File: config.mk
export PLATFORM = sky130hd
export DESIGN_NAME = muldiv_unit
export DESIGN_NICKNAME = d
export VERILOG_FILES = /design/src/rtl/muldiv_pkg.sv /design/src/rtl/muldiv_unit.sv
export SDC_FILE = /design/constraint.sdc
export NUM_CORES = 1
export LEC_CHECK = 0
export CAP_MARGIN = 40
export CORE_AREA = 5 5 203 205
export CTS_CLUSTER_DIAMETER = 30
export DETAILED_ROUTE_END_ITERATION = 6
export DIE_AREA = 0 0 208 210
export GPL_TIMING_DRIVEN = 0
export PLACE_DENSITY = 0.64
export SETUP_SLACK_MARGIN = 0.4
export SYNTH_ARGS = -nofsm -noshare
export SYNTH_HDL_FRONTEND = slang
export SYNTH_SLANG_ARGS = --single-unit
export TNS_END_PERCENT = 50
File: constraint.sdc
create_clock -name clk -period 6.8 [get_ports clk]
set_input_delay 1.02 -clock clk [delete_from_list [all_inputs] [get_ports clk]]
set_output_delay 1.02 -clock clk [all_outputs]
set_load 0.005 [all_outputs]
File: src/rtl/muldiv_pkg.sv
// Shared encodings for the iterative multiply/divide unit.
// Operation select values and FSM states.
package muldiv_pkg;

   typedef enum logic [1:0] {
      MULTU = 2'b00,
      MULT  = 2'b01,
      DIVU  = 2'b10,
      DIV   = 2'b11
   } op_e;

   typedef enum logic [1:0] {
      IDLE = 2'b00,
      RUN  = 2'b01,
      DONE = 2'b10
   } state_e;

endpackage

File: src/rtl/muldiv_unit.sv
// Iterative MULT/MULTU/DIV/DIVU unit with architectural HI/LO registers.
// One shift-add or restoring subtract-shift step per cycle; signed ops work on magnitudes.
module muldiv_unit
   import muldiv_pkg::*;
#(
   parameter int unsigned WIDTH = 32
) (
   input  logic             clk,
   input  logic             rst,
   input  logic             start,
   input  logic [1:0]       op,
   input  logic [WIDTH-1:0] A,
   input  logic [WIDTH-1:0] B,
   input  logic             hiWr,
   input  logic             loWr,
   input  logic [WIDTH-1:0] wrData,
   output logic             busy,
   output logic             done,
   output logic             divZero,
   output logic [WIDTH-1:0] hi,
   output logic [WIDTH-1:0] lo
);

   localparam int unsigned CW = $clog2(WIDTH) + 1;

   state_e           state_q;
   op_e              op_q;
   logic [WIDTH-1:0] acc_q, sr_q, b_q, hi_q, lo_q;
   logic [CW-1:0]    cnt_q;
   logic             neg_res_q, neg_rem_q, busy_q, done_q, dz_q;

   op_e              op_in;
   logic             in_signed, in_div, a_neg, b_neg;
   logic [WIDTH-1:0] a_mag, b_mag;
   logic             is_div, div_ge;
   logic [WIDTH:0]   mul_sum, div_sh, div_diff;
   logic [WIDTH-1:0] step_acc_d, step_sr_d, quo, rem, res_hi_d, res_lo_d;
   logic [2*WIDTH-1:0] prod;

   always_comb begin
      op_in     = op_e'(op);
      in_signed = (op_in == MULT) || (op_in == DIV);
      in_div    = (op_in == DIVU) || (op_in == DIV);
      a_neg     = in_signed & A[WIDTH-1];
      b_neg     = in_signed & B[WIDTH-1];
      a_mag     = a_neg ? -A : A;
      b_mag     = b_neg ? -B : B;
   end

   // acc_q holds the running high product / partial remainder; sr_q the low product / quotient.
   always_comb begin
      is_div   = (op_q == DIVU) || (op_q == DIV);
      mul_sum  = {1'b0, acc_q} + (sr_q[0] ? {1'b0, b_q} : '0);
      div_sh   = {acc_q, sr_q[WIDTH-1]};
      div_diff = div_sh - {1'b0, b_q};
      div_ge   = ~div_diff[WIDTH];
      if (is_div) begin
         step_acc_d = div_ge ? div_diff[WIDTH-1:0] : div_sh[WIDTH-1:0];
         step_sr_d  = {sr_q[WIDTH-2:0], div_ge};
      end else begin
         step_acc_d = mul_sum[WIDTH:1];
         step_sr_d  = {mul_sum[0], sr_q[WIDTH-1:1]};
      end
      prod = {step_acc_d, step_sr_d};
      if (neg_res_q) prod = -prod;
      quo = neg_res_q ? -step_sr_d : step_sr_d;
      rem = neg_rem_q ? -step_acc_d : step_acc_d;
      if (is_div) begin
         res_hi_d = rem;
         res_lo_d = quo;
      end else begin
         res_hi_d = prod[2*WIDTH-1:WIDTH];
         res_lo_d = prod[WIDTH-1:0];
      end
   end

   always_ff @(posedge clk or negedge rst) begin
      if (!rst) begin
         state_q   <= IDLE;
         op_q      <= MULTU;
         acc_q     <= '0;
         sr_q      <= '0;
         b_q       <= '0;
         hi_q      <= '0;
         lo_q      <= '0;
         cnt_q     <= '0;
         neg_res_q <= 1'b0;
         neg_rem_q <= 1'b0;
         busy_q    <= 1'b0;
         done_q    <= 1'b0;
         dz_q      <= 1'b0;
      end else begin
         done_q <= 1'b0;
         case (state_q)
            IDLE: begin
               if (start) begin
                  op_q      <= op_in;
                  acc_q     <= '0;
                  sr_q      <= a_mag;
                  b_q       <= b_mag;
                  cnt_q     <= '0;
                  neg_res_q <= a_neg ^ b_neg;
                  neg_rem_q <= a_neg & in_div;
                  busy_q    <= 1'b1;
                  dz_q      <= 1'b0;
                  if (in_div && (B == '0)) begin
                     state_q <= DONE;
                     hi_q    <= A;
                     lo_q    <= '1;
                     dz_q    <= 1'b1;
                     done_q  <= 1'b1;
                  end else begin
                     state_q <= RUN;
                  end
               end else begin
                  if (hiWr) hi_q <= wrData;
                  if (loWr) lo_q <= wrData;
               end
            end
            RUN: begin
               acc_q <= step_acc_d;
               sr_q  <= step_sr_d;
               cnt_q <= cnt_q + 1'b1;
               if (cnt_q == CW'(WIDTH - 1)) begin
                  state_q <= DONE;
                  hi_q    <= res_hi_d;
                  lo_q    <= res_lo_d;
                  done_q  <= 1'b1;
               end
            end
            DONE: begin
               state_q <= IDLE;
               busy_q  <= 1'b0;
            end
            default: begin
               state_q <= IDLE;
               busy_q  <= 1'b0;
            end
         endcase
      end
   end

   assign busy    = busy_q;
   assign done    = done_q;
   assign divZero = dz_q;
   assign hi      = hi_q;
   assign lo      = lo_q;

endmodule

Yosys cells after proc, flatten, opt, wreduce, memory -nomap -nowiden
Index checks and enable logic that the tools add are counted.
{"block": "totals", "regBits": 175, "latch_bits": 0, "ram_bits": 0, "romBits": 0, "inputBits": 103, "output_inout_bits": 67, "word_cells": 89, "memories": 0}
{"block": "classes", "add_sub_neg": 8, "mul": 0, "n_div": 0, "magnitude_cmp": 0, "eq_ne": 12, "n_shift": 0, "muxes": 37, "n_bitwise": 6, "reduce_logical": 13}
{"operator": "32-bit 2-to-1 mux", "n": 20}
{"operator": "32-bit case mux with 2 select lines", "n": 4}
{"operator": "32-bit negator", "n": 4}
{"operator": "64-bit 2-to-1 mux", "n": 1}
{"operator": "64-bit negator", "n": 1}
{"operator": "32-bit by 32-bit adder with 33-bit output", "n": 1}
{"operator": "33-bit by 32-bit subtractor with 33-bit output", "n": 1}
{"operator": "32-bit zero test", "n": 1}
{"operator": "6-bit case mux with 2 select lines", "n": 1}
{"operator": "3-bit inequality test (second input constant)", "n": 3}
{"operator": "2-bit == test (second input constant)", "n": 4}
{"operator": "2-bit AND reduction", "n": 4}
{"operator": "4-bit AND reduction", "n": 2}
{"operator": "6-bit by 1-bit adder with 6-bit output (second input constant)", "n": 1}
{"operator": "6-bit by 5-bit == test with 1-bit output (second input constant)", "n": 1}
{"operator": "2-bit 2-to-1 mux", "n": 3}
{"operator": "6-bit 2-to-1 mux", "n": 1}
{"operator": "2-bit by 1-bit == test with 1-bit output (second input constant)", "n": 2}
{"operator": "1-bit 2-to-1 mux", "n": 4}
{"operator": "2-bit inequality test (second input constant)", "n": 2}
{"operator": "1-bit case mux with 2 select lines", "n": 2}
{"operator": "2-bit case mux with 2 select lines", "n": 1}
{"operator": "1-bit AND", "n": 3}
{"operator": "1-bit logical OR", "n": 3}
{"operator": "5 further kinds", "n": 6}

Longest topological paths before layout
Gate-level depths: netlist of the first run.
{"block": "logic_depth", "ltp_word": 8, "mapped_depth": 26, "depth_no_buf": 24}

Least setup slack after synthesis of the first run
OpenSTA, ideal clock, no wires.
{"block": "synth_timing", "path_type": "reg-to-reg", "from": "register acc_q[24]", "to": "register hi_q[20], in the netlist hi[20]", "setup_time_ns": 0.069, "t_arrival_ns": 5.559, "required_time_ns": 6.731, "slack_ns": 1.173, "stages_incl_launch_ff": 25, "cell_sequence": "dfrtp_1 ha_1 buf_6 a31o_1 a221o_1 nor2b_4 a221o_2 or3_1 buf_2 nand2_1 buf_2 nor2_1 a21oi_1 ha_1 nand2_1 nor3_1 o21ai_1 nor4_1 nand4_1 or4_1 a21oi_1 nor3b_2 o22ai_1 or3_1 nand3_1"}
{"block": "synth_between", "elab_chain_len": 8, "elab_cells_between_ends": 12, "cone_classes": "add/sub: 3; mux: 8; bitwise: 1"}
{"element": "from (decl)", "line": "muldiv_unit.sv:28", "rtl": "logic [WIDTH-1:0] acc_q, sr_q, b_q, hi_q, lo_q;"}
{"element": "from (signal assigned)", "line": "muldiv_unit.sv:121", "rtl": "acc_q <= step_acc_d;"}
{"element": "33-bit by 32-bit subtractor with 33-bit output (*)", "line": "muldiv_unit.sv:55", "rtl": "div_diff = div_sh - {1'b0, b_q};"}
{"element": "32-bit 2-to-1 mux / 1-bit inverter (equally long branches)", "line": "muldiv_unit.sv:58, muldiv_unit.sv:56"}
{"element": "32-bit 2-to-1 mux", "line": "muldiv_unit.sv:57", "rtl": "if (is_div) begin"}
{"element": "64-bit negator / 32-bit negator (equally long branches)", "line": "muldiv_unit.sv:65, muldiv_unit.sv:67"}
{"element": "64-bit 2-to-1 mux / 32-bit 2-to-1 mux (equally long branches)", "line": "muldiv_unit.sv:65, muldiv_unit.sv:67"}
{"element": "32-bit 2-to-1 mux (*)", "line": "muldiv_unit.sv:68", "rtl": "if (is_div) begin"}
{"element": "32-bit 2-to-1 mux (*)", "line": "muldiv_unit.sv:124", "rtl": "if (cnt_q == CW'(WIDTH - 1)) begin"}
{"element": "32-bit case mux with 2 select lines (*)", "line": "muldiv_unit.sv:94", "rtl": "case (state_q)"}
{"element": "to (signal assigned)", "line": "muldiv_unit.sv:116", "rtl": "if (hiWr) hi_q <= wrData;"}
{"element": "to (signal assigned)", "line": "muldiv_unit.sv:126", "rtl": "hi_q <= res_hi_d;"}
{"element": "to (decl)", "line": "muldiv_unit.sv:28"}
Every way passes the cells marked *; elsewhere a longest branch is shown, timed or not. The select of a mux whose other input is x is not followed.
A chain may end at the register's enable or synchronous reset.

Final worst setup path of the first run
{"block": "layout_timing", "from": "register op_q[1]", "to": "register hi_q[28], in the netlist hi[28]"}
{"block": "layout_between", "elab_chain_len": 8, "elab_cells_between_ends": 12, "cone_classes": "add/sub: 2; eq/ne: 2; mux: 7; reduce/logical: 1"}
{"element": "from (decl)", "line": "muldiv_unit.sv:27", "rtl": "op_e op_q;"}
{"element": "from (signal assigned)", "line": "muldiv_unit.sv:97", "rtl": "op_q <= op_in;"}
{"element": "2-bit == test", "line": "muldiv_unit.sv:52", "rtl": "is_div = (op_q == DIVU) || (op_q == DIV);"}
{"element": "1-bit logical OR (*)", "line": "muldiv_unit.sv:52"}
{"element": "32-bit 2-to-1 mux", "line": "muldiv_unit.sv:57"}
{"element": "64-bit negator / 32-bit negator (equally long branches)", "line": "muldiv_unit.sv:65, muldiv_unit.sv:67"}
{"element": "64-bit 2-to-1 mux / 32-bit 2-to-1 mux (equally long branches)", "line": "muldiv_unit.sv:65, muldiv_unit.sv:67"}
{"element": "32-bit 2-to-1 mux (*)", "line": "muldiv_unit.sv:68"}
{"element": "32-bit 2-to-1 mux (*)", "line": "muldiv_unit.sv:124"}
{"element": "32-bit case mux with 2 select lines (*)", "line": "muldiv_unit.sv:94"}
Marked as above.

==> results_dict.tcl, run 1 <==
set metrics [dict create \
    leakagePower_nw 7.86 \
    yosys-top-cells-count "nand2_1 (293), o21ai_0 (203), dfrtp_1 (174)" \
    clk_path_buf_depth 2 \
    initial_utilization 0.404 \
    ir_worst_vdd_mv 0.239 \
    stdcell_count 2794 \
    finalSetupTns_ps 0 \
    cp_slowest_cell "buf_2" \
    vias_per_cell 6.04 \
    drtPass1Iterations 5 \
    fmax_mhz 162 \
    criticalPathCategory "register to register" \
    dieWidth_microns 208 \
    antenna_found_initial 1 \
    relSlewSlack 0.357 \
    cts_hold_buffers 0 \
    drt_wl_total_microns 67800 \
    start_kind "register" \
    synthesis.nets 2231 \
    period_minus_slack_ps 6160 \
    dpl.hpwl_microns 54900 \
    dp.cells 2756 \
    rsz0062_at_grt "false" \
    grt.overflow.total 0 \
    synth.avg_cell_area_sq_um 7.71 \
    synthCells 2057 \
    antenna_cells 0 \
    postRouteAntennaNets 0 \
    top_layer "met5" \
    cts_made_buffers 17 \
    grt_pass1_vias 16600 \
    met3_length_microns 4800 \
    yosysSeqAreaShare 0.274 \
    yosysWarningCount 0 \
    syn-cell-area_sq_um 15900 \
    drv_cap 0 \
    worstMarginPinSlew_ps 964 \
    grt_max_degree 114 \
    netlist.top_cell.by_area "dfrtp_1" \
    synthArstFlopShare 1.00 \
    ys_types 90 \
    drc 0 \
    htreeDepth 4 \
    required_ps 7130 \
    hold_class "input port to asynchronous set/reset pin" \
    ys.flop_type "dfrtp_1" \
    cellPowerDensity_nw_per_um2 650 \
    nets 2431 \
    status "finished clean" \
    fin_skew_ps 12.6 \
    io_pins 170 \
    drv_slew 0 \
    syn_to_final_growth_pct 20.4 \
    synth_seq_cells 174 \
    port_buffers 169 \
    cts_root_buf "clkbuf_16" \
    crit_chain "clkbuf_1 > clkbuf_2 > buf_2 > buf_2 > buf_2 > buf_2 > buf_2 > clkbuf_4 > clkbuf_1 > buf_6 > buf_2 > mux2i_1 > ha_1 > o311ai_2 > nor4_4 > buf_4 > nand4_2 > nor3_2 > mux2i_1 > nor3b_1 > o21ai_1" \
    yosysTopAreaCellShare 0.274 \
    dieArea_sq_um 43700 \
    drtIter0Drc 1411 \
    synth-edff-count 0 \
    wl_per_cell_microns 24.3 \
    core_area_sq_um 39300 \
    dr_wl_met2_microns 31800 \
    critPathMaxStageDelay_ps 380 \
    fp-row-count 73 \
    worstPathArrival_ps 6500 \
    route.vias.total 16900 \
    drive_gt1_frac 0.0586 \
    grt_util_all_layers 0.302 \
    path_clk_slew_ps 80 \
    gp_congestion 0.998 \
    clock_latency_ps 470 \
    yosysMostFrequentCell "nand2_1" \
    setup_violations 0 \
    grt_pass1_wl_microns 103000 \
    period_share 0.906 \
    path_delay_family "buffers and inverters" \
    tritoncts "built" \
    wirelength_met1_microns 27700 \
    end_kind "register" \
    hold_viol 0 \
    cp_num_buf_inv 12 \
    synth.area.top_cells "dfrtp_1 (27%), nand2_1 (6.9%), o21ai_0 (6.4%), ha_1 (5.4%), xnor2_1 (4.7%)" \
    cts.sinks 174 \
    path_max_fanout 10 \
    crit_top_cell "buf_2" \
    die-height_microns 210 \
]
## kinds of logic after synthesis
family	Yosys count	synth area share
flops	174	0.274
compound gates	625	0.253
fa+ha+maj	71	0.0569
xor+xnor	160	0.0883
buf+inv	190	0.0466
mux	75	0.0478
simple gates	762	0.233
## registers in the layout (all words and copies together) (netlist names)
| signal | cells |
|---|---|
| acc_q | 32 |
| b_q | 32 |
| busy | 1 |
| cnt_q | 6 |
| divZero | 1 |
| done | 1 |
| hi | 32 |
| lo | 32 |
| neg_rem_q | 1 |
| neg_res_q | 1 |
| op_q | 1 |
| sr_q | 32 |
| state_q | 2 |
## final timing paths
check	from	slack [ps]	endpoint	cells past startpoint
worst max-delay path	op_q[1]	640	hi[28]	21
worst min-delay path	rst	460	lo[17]	1
worst max register to register	op_q[1]	640	hi[28]	21
worst min register to register	lo[9]	470	lo[9]	2
max in group asynchronous	rst	5320	acc_q[22]	2
min in group clk	lo[9]	470	lo[9]	2
## final cells by class
cell class	instances	area [sq um]
clock buffer	17	425
clock inverter	14	168
fill	3901	20200
sequential	174	4360
tap	525	657
inverter	59	221
buffer	131	538
multi-input combinational	1693	10900
timing repair buffer	181	1830
## stage by stage
stage               hold slack, ps  utilization  total power (W)  instance area [sq um]  setup WS, ps
finish                         462        0.486           0.0124                  19100           637
global route                   496        0.486           0.0133                  19100           432
CTS                            477        0.484           0.0121                  19000           442
detailed placement             460        0.466           0.0110                  18300          -906
global placement               452        0.464           0.0109                  18200         -2980
floorplan                      449            -          0.00786                  15900          1170
## power by group
group	total [W]	leakage (nW)	switching [W]	internal, W
Combinational	0.00923	5.42	0.00586	0.00337
Clock	0.00105	0.291	0.000496	0.000554
Sequential	0.00213	2.15	0.000574	0.00156
Total	0.0124	7.86	0.00693	0.00549
## routing by layer
layer,GRT usage,vias to the layer above
met3,0.0481,167
li1,-,7901
met2,0.510,764
met1,0.379,8026
met5,0,-
met4,0.150,4
## cells in the final DEF (no fill, tap or decap), drive strengths merged, types with 75 or more instances in the layout
cell             n
nand2          293
o21ai          214
dfrtp          174
clkdlybuf4s50  168
a21oi          147
clkbuf         123
nor2           114
nand3           87
xnor2           85
nor3            85
xor2            75
## timing repair
item,in CTS,in global routing
resized for setup,23,20
pin swaps,1,5
buffers inserted,2,5
endpoints found under the setup margin,23,12
gates cloned,0,0
Power figures use the tool's default switching activity.
==> inputs of run 2 (changes only) <==
Settings changed: PLACE_DENSITY 0.64 to 0.58.
Clock period 6.8 ns to 6.03 ns, I/O delays scaled along.
==> run 2 against run 1 <==
Compared with the run above:
- utilization up 0.99 points
- critical endpoint is now hi[20]
- non-clock buffer count up 27
- global-route usage up 1.0 points
==> results_dict.tcl, run 2 (same netlist as run 1, synthesis figures left out) <==
set metrics [dict create \
    die-height_microns 210 \
    final_cell_mix "nand2_1 (291), o21ai_0 (201), dfrtp_1 (168), clkdlybuf4s50_1 (168), a21oi_1 (138)" \
    fp-row-count 73 \
    antenna_found_initial 0 \
    final.fill_count 3941 \
    hold_class "input port to asynchronous set/reset pin" \
    clock_latency_ps 470 \
    mostFrequentLayoutCell "nand2_1" \
    dieArea_sq_um 43700 \
    dieWidth_microns 208 \
    relSlewSlack 0.376 \
    drv_cap 0 \
    cts_made_buffers 17 \
    end_kind "register" \
    path_clk_slew_ps 80 \
    criticalPathCategory "register to register" \
    period_minus_slack_ps 5670 \
    final-seq-area_sq_um 4360 \
    drc 0 \
    antenna_cells 0 \
    path_max_fanout 5 \
    grt_max_degree 114 \
    htreeDepth 4 \
    cts_hold_buffers 0 \
    dpl.hpwl_microns 56100 \
    status "finished clean" \
    multi_input_area_sq_um 11100 \
    grt_util_all_layers 0.312 \
    fmax_mhz 176 \
    period_share 0.940 \
    grt_pass1_wl_microns 105000 \
    start_kind "register" \
    vias_per_cell 6.03 \
    fin_skew_ps 13.8 \
    drtIter0Drc 1450 \
    post-route-util 0.496 \
    cts_root_buf "clkbuf_16" \
    worstPathArrival_ps 6090 \
    syn_to_final_growth_pct 22.8 \
    required_ps 6450 \
    port_buffers 169 \
    rsz0062_at_grt "true" \
    wl_per_cell_microns 24.9 \
    cts.sinks 174 \
    grt_pass1_vias 16700 \
    gp_congestion 0.982 \
    core_area_sq_um 39300 \
    nets 2458 \
    worstMarginPinSlew_ps 936 \
    io_pins 170 \
    drive_gt1_frac 0.0828 \
    grt.overflow.total 0 \
    drtPass1Iterations 7 \
    r2r_slack_ps 360 \
    hold_viol 0 \
    route.vias.total 17000 \
    setup_violations 0 \
    postRouteAntennaNets 0 \
    tritoncts "built" \
    drv_slew 0 \
    clk_path_buf_depth 2 \
    drt_wl_total_microns 70100 \
    initial_utilization 0.404 \
]
run 2: cell count changes in the layout (fill, tap and decap cells not counted), moves of 3 or more:
cell,before,now
buf_4,7,35
dfrtp_1,173,168
dfrtp_2,1,6
ha_1,68,63
a21oi_1,142,138
a21oi_2,4,8
buf_2,10,6
ha_4,0,4
buf_6,5,8
clkbuf_4,1,4
run 2: path summary, 6_finish.rpt:
check,depth (start not counted),end,start
min in group clk,2,lo[9],lo[9]
hold reg to reg,2,lo[9],lo[9]
setup / recovery,27,hi[20],sr_q[31]
setup reg to reg,27,hi[20],sr_q[31]
max in group asynchronous,2,acc_q[25],rst
hold / removal,1,lo[20],rst
run 2: metrics by stage:
stage / instances / TNS, ps / hold slack (ps) / area [sq um] / setup WS, ps
floorplan: 2057 / 0 / 449 / 15900 / 403
global placement: 2751 / -658250 / 452 / 18200 / -3660
detailed placement: 2759 / -23320 / 457 / 18300 / -1680
CTS: 2802 / 0 / 356 / 19200 / 379
global route: 2821 / 0 / 373 / 19500 / 246
finish: 2821 / 0 / 340 / 19500 / 359
run 2: per-layer routing:
layer  wire length [microns]  global-route usage
met5                       0                   0
met4                    4360               0.171
met3                    4200              0.0429
met2                   33000               0.531
met1                   28600               0.385
run 2: timing repair:
action,CTS,global route
pin swaps,13,19
hold endpoints to repair,0,0
gates cloned,0,0
setup endpoints to repair,29,16
setup buffers,12,18
gates resized for setup,55,40
run 2: worst max-delay path, cell delays in order, from the launching register on:
cell and delay [ps]:
dfrtp_2 440, inv_1 70, ha_2 200, inv_1 60, fa_2 370, a211oi_2 320
o211ai_1 200, nand3_2 160, a21boi_4 90, or3_1 370, buf_6 140, nand2_8 90
buf_12 120, nor2_2 50, a21oi_2 180, ha_2 240, nand2_4 60, nor3_4 230
o21ai_2 120, nor4_4 290, nand4_1 160, buf_4 180, or4_4 430, a21oi_4 260
nor3b_4 230, o22ai_2 90, or3_1 350, nand3_1 80
run 2: area by class of cell:
type | count | share of cell area
clock inverters | 14 | 0.00661
plain buffers | 131 | 0.0293
inverters | 59 | 0.0114
repair buffers | 208 | 0.105
multi-input cells | 1693 | 0.568
well taps | 525 | 0.0337
flip-flops and latches | 174 | 0.224
clock buffers | 17 | 0.0218
Power of run 2 is not shown: default switching activity piles up to over one toggle a cycle in this logic, so the estimate is an artifact.
==> inputs of run 3 (changes only) <==
Settings changed: CAP_MARGIN 40 to 25, DONT_BUFFER_PORTS from default to 1, PLACE_DENSITY 0.58 to 0.52.
==> run 3 against run 2 <==
Compared with the run above:
- largest cell class unchanged
- register-to-register slack got worse by 40 ps
- global-route usage grew 0.61 points
- clock skew is 3.6 ps higher
- wire length rose by 1.9%
- fmax down 0.70%
==> results_dict.tcl, run 3 (same netlist as run 1, synthesis figures left out) <==
set metrics [dict create \
    status "finished clean" \
    core_area_sq_um 39300 \
    r2r_slack_ps 320 \
    grt.overflow.total 0 \
    gp_congestion 0.969 \
    drive_gt1_frac 0.0976 \
    cp-startpoint "sr_q[31]" \
    grt_util_all_layers 0.318 \
    setup_violations 0 \
    final.fill_count 4109 \
    stdcell_count 2666 \
    htreeDepth 4 \
    tritoncts "built" \
    fmax_mhz 175 \
    required_ps 6490 \
    period_minus_slack_ps 5710 \
    fp-row-count 73 \
    vias_per_cell 6.18 \
    cts.sinks 174 \
    r2r-end "hi[8]" \
    hold_viol 0 \
    nets 2302 \
    relSlewSlack 0.103 \
    antenna_found_initial 1 \
    wl_per_cell_microns 26.8 \
    cp_slowest_cell "dfrtp_2" \
    period_share 0.947 \
    cts_made_buffers 17 \
    drc 0 \
    fin_skew_ps 17.4 \
    final_cell_mix "nand2_1 (291), o21ai_0 (199), dfrtp_1 (168), a21oi_1 (138), nor2_1 (110)" \
    drtPass1Iterations 5 \
    io_pins 170 \
    drt_wl_total_microns 71500 \
    end_kind "register" \
    drv_cap 0 \
    route.vias.total 16500 \
    syn_to_final_growth_pct 13.1 \
    postRouteAntennaNets 0 \
    grt_pass1_wl_microns 105000 \
    grt_pass1_vias 15900 \
    dpl.hpwl_microns 56100 \
    cts_hold_buffers 0 \
    drv_slew 0 \
    rsz0062_at_grt "true" \
    ff2ff_path_depth 28 \
    cts_root_buf "clkbuf_16" \
    worstPathArrival_ps 6170 \
    clk_path_buf_depth 2 \
    hold_class "input port to asynchronous set/reset pin" \
    r2r_start "sr_q[31]" \
    die-height_microns 210 \
    critPathMaxStageDelay_ps 470 \
    mostFrequentLayoutCell "nand2_1" \
    drtIter0Drc 1352 \
    path_clk_slew_ps 80 \
    antenna_cells 0 \
    initial_utilization 0.404 \
    dieWidth_microns 208 \
    dieArea_sq_um 43700 \
    worstMarginPinSlew_ps 1340 \
    dp.cells 2582 \
    grt_max_degree 175 \
    port_buffers 0 \
    start_kind "register" \
    path_max_fanout 6 \
    criticalPathCategory "register to register" \
    clock_latency_ps 520 \
]
[run 3: worst max-delay path by stage]
stage / endpoint / slack [ps] / cells after the start
after floorplan: hi[20] / 400 / 24
after global placement: hi[28] / -1810 / 19
after detailed placement: hi[28] / -1690 / 19
after CTS: hi[28] / 420 / 17
after global routing: hi[20] / 150 / 24
final: hi[8] / 320 / 28
[run 3: what timing repair did]
action / 4_1_cts / 5_1_grt
pin swaps: 10 / 24
setup endpoints to repair: 40 / 24
setup buffers: 29 / 23
resized for setup: 57 / 49
[run 3: critical path: cells and delay by family (launching register included)]
kind                       cells  cell delay (ps)
AOI/OAI and AO/OA              8             1390
xor gates and xnor gates       1              320
adders and majority gates      3              760
buffers and inverters          6              740
DFF                            1              470
and+or+nand+nor               10             1990
[run 3: stage by stage]
step / setup slack [ps] / hold slack, ps / setup TNS [ps] / util / area [sq um]
after floorplan: 403 / 449 / 0 / - / 15900
after global placement: -1810 / 476 / -28390 / 0.421 / 16500
after detailed placement: -1690 / 475 / -27040 / 0.421 / 16500
after CTS: 416 / 49.2 / 0 / 0.447 / 17600
after global routing: 151 / 53.3 / 0 / 0.457 / 17900
final: 319 / 83.1 / 0 / 0.457 / 17900
[run 3: final cells by class]
class,instances,area [sq um],share of cell area
clock inverters,15,196,0.0110
flip-flops and latches,174,4360,0.243
multi-input cells,1693,11100,0.619
inverters,59,221,0.0123
well taps,525,657,0.0366
clock buffers,17,425,0.0237
plain buffers,131,579,0.0323
repair buffers,52,398,0.0222
[run 3: layer usage]
metal  track usage  vias up  part of all wire
li1              -     7639                 -
met1         0.382     7995              0.39
met2         0.536      682              0.48
met3        0.0789      160             0.077
met4         0.157        2             0.054
met5             0        -           0.00018
Power of run 3 is left out for the same reason.
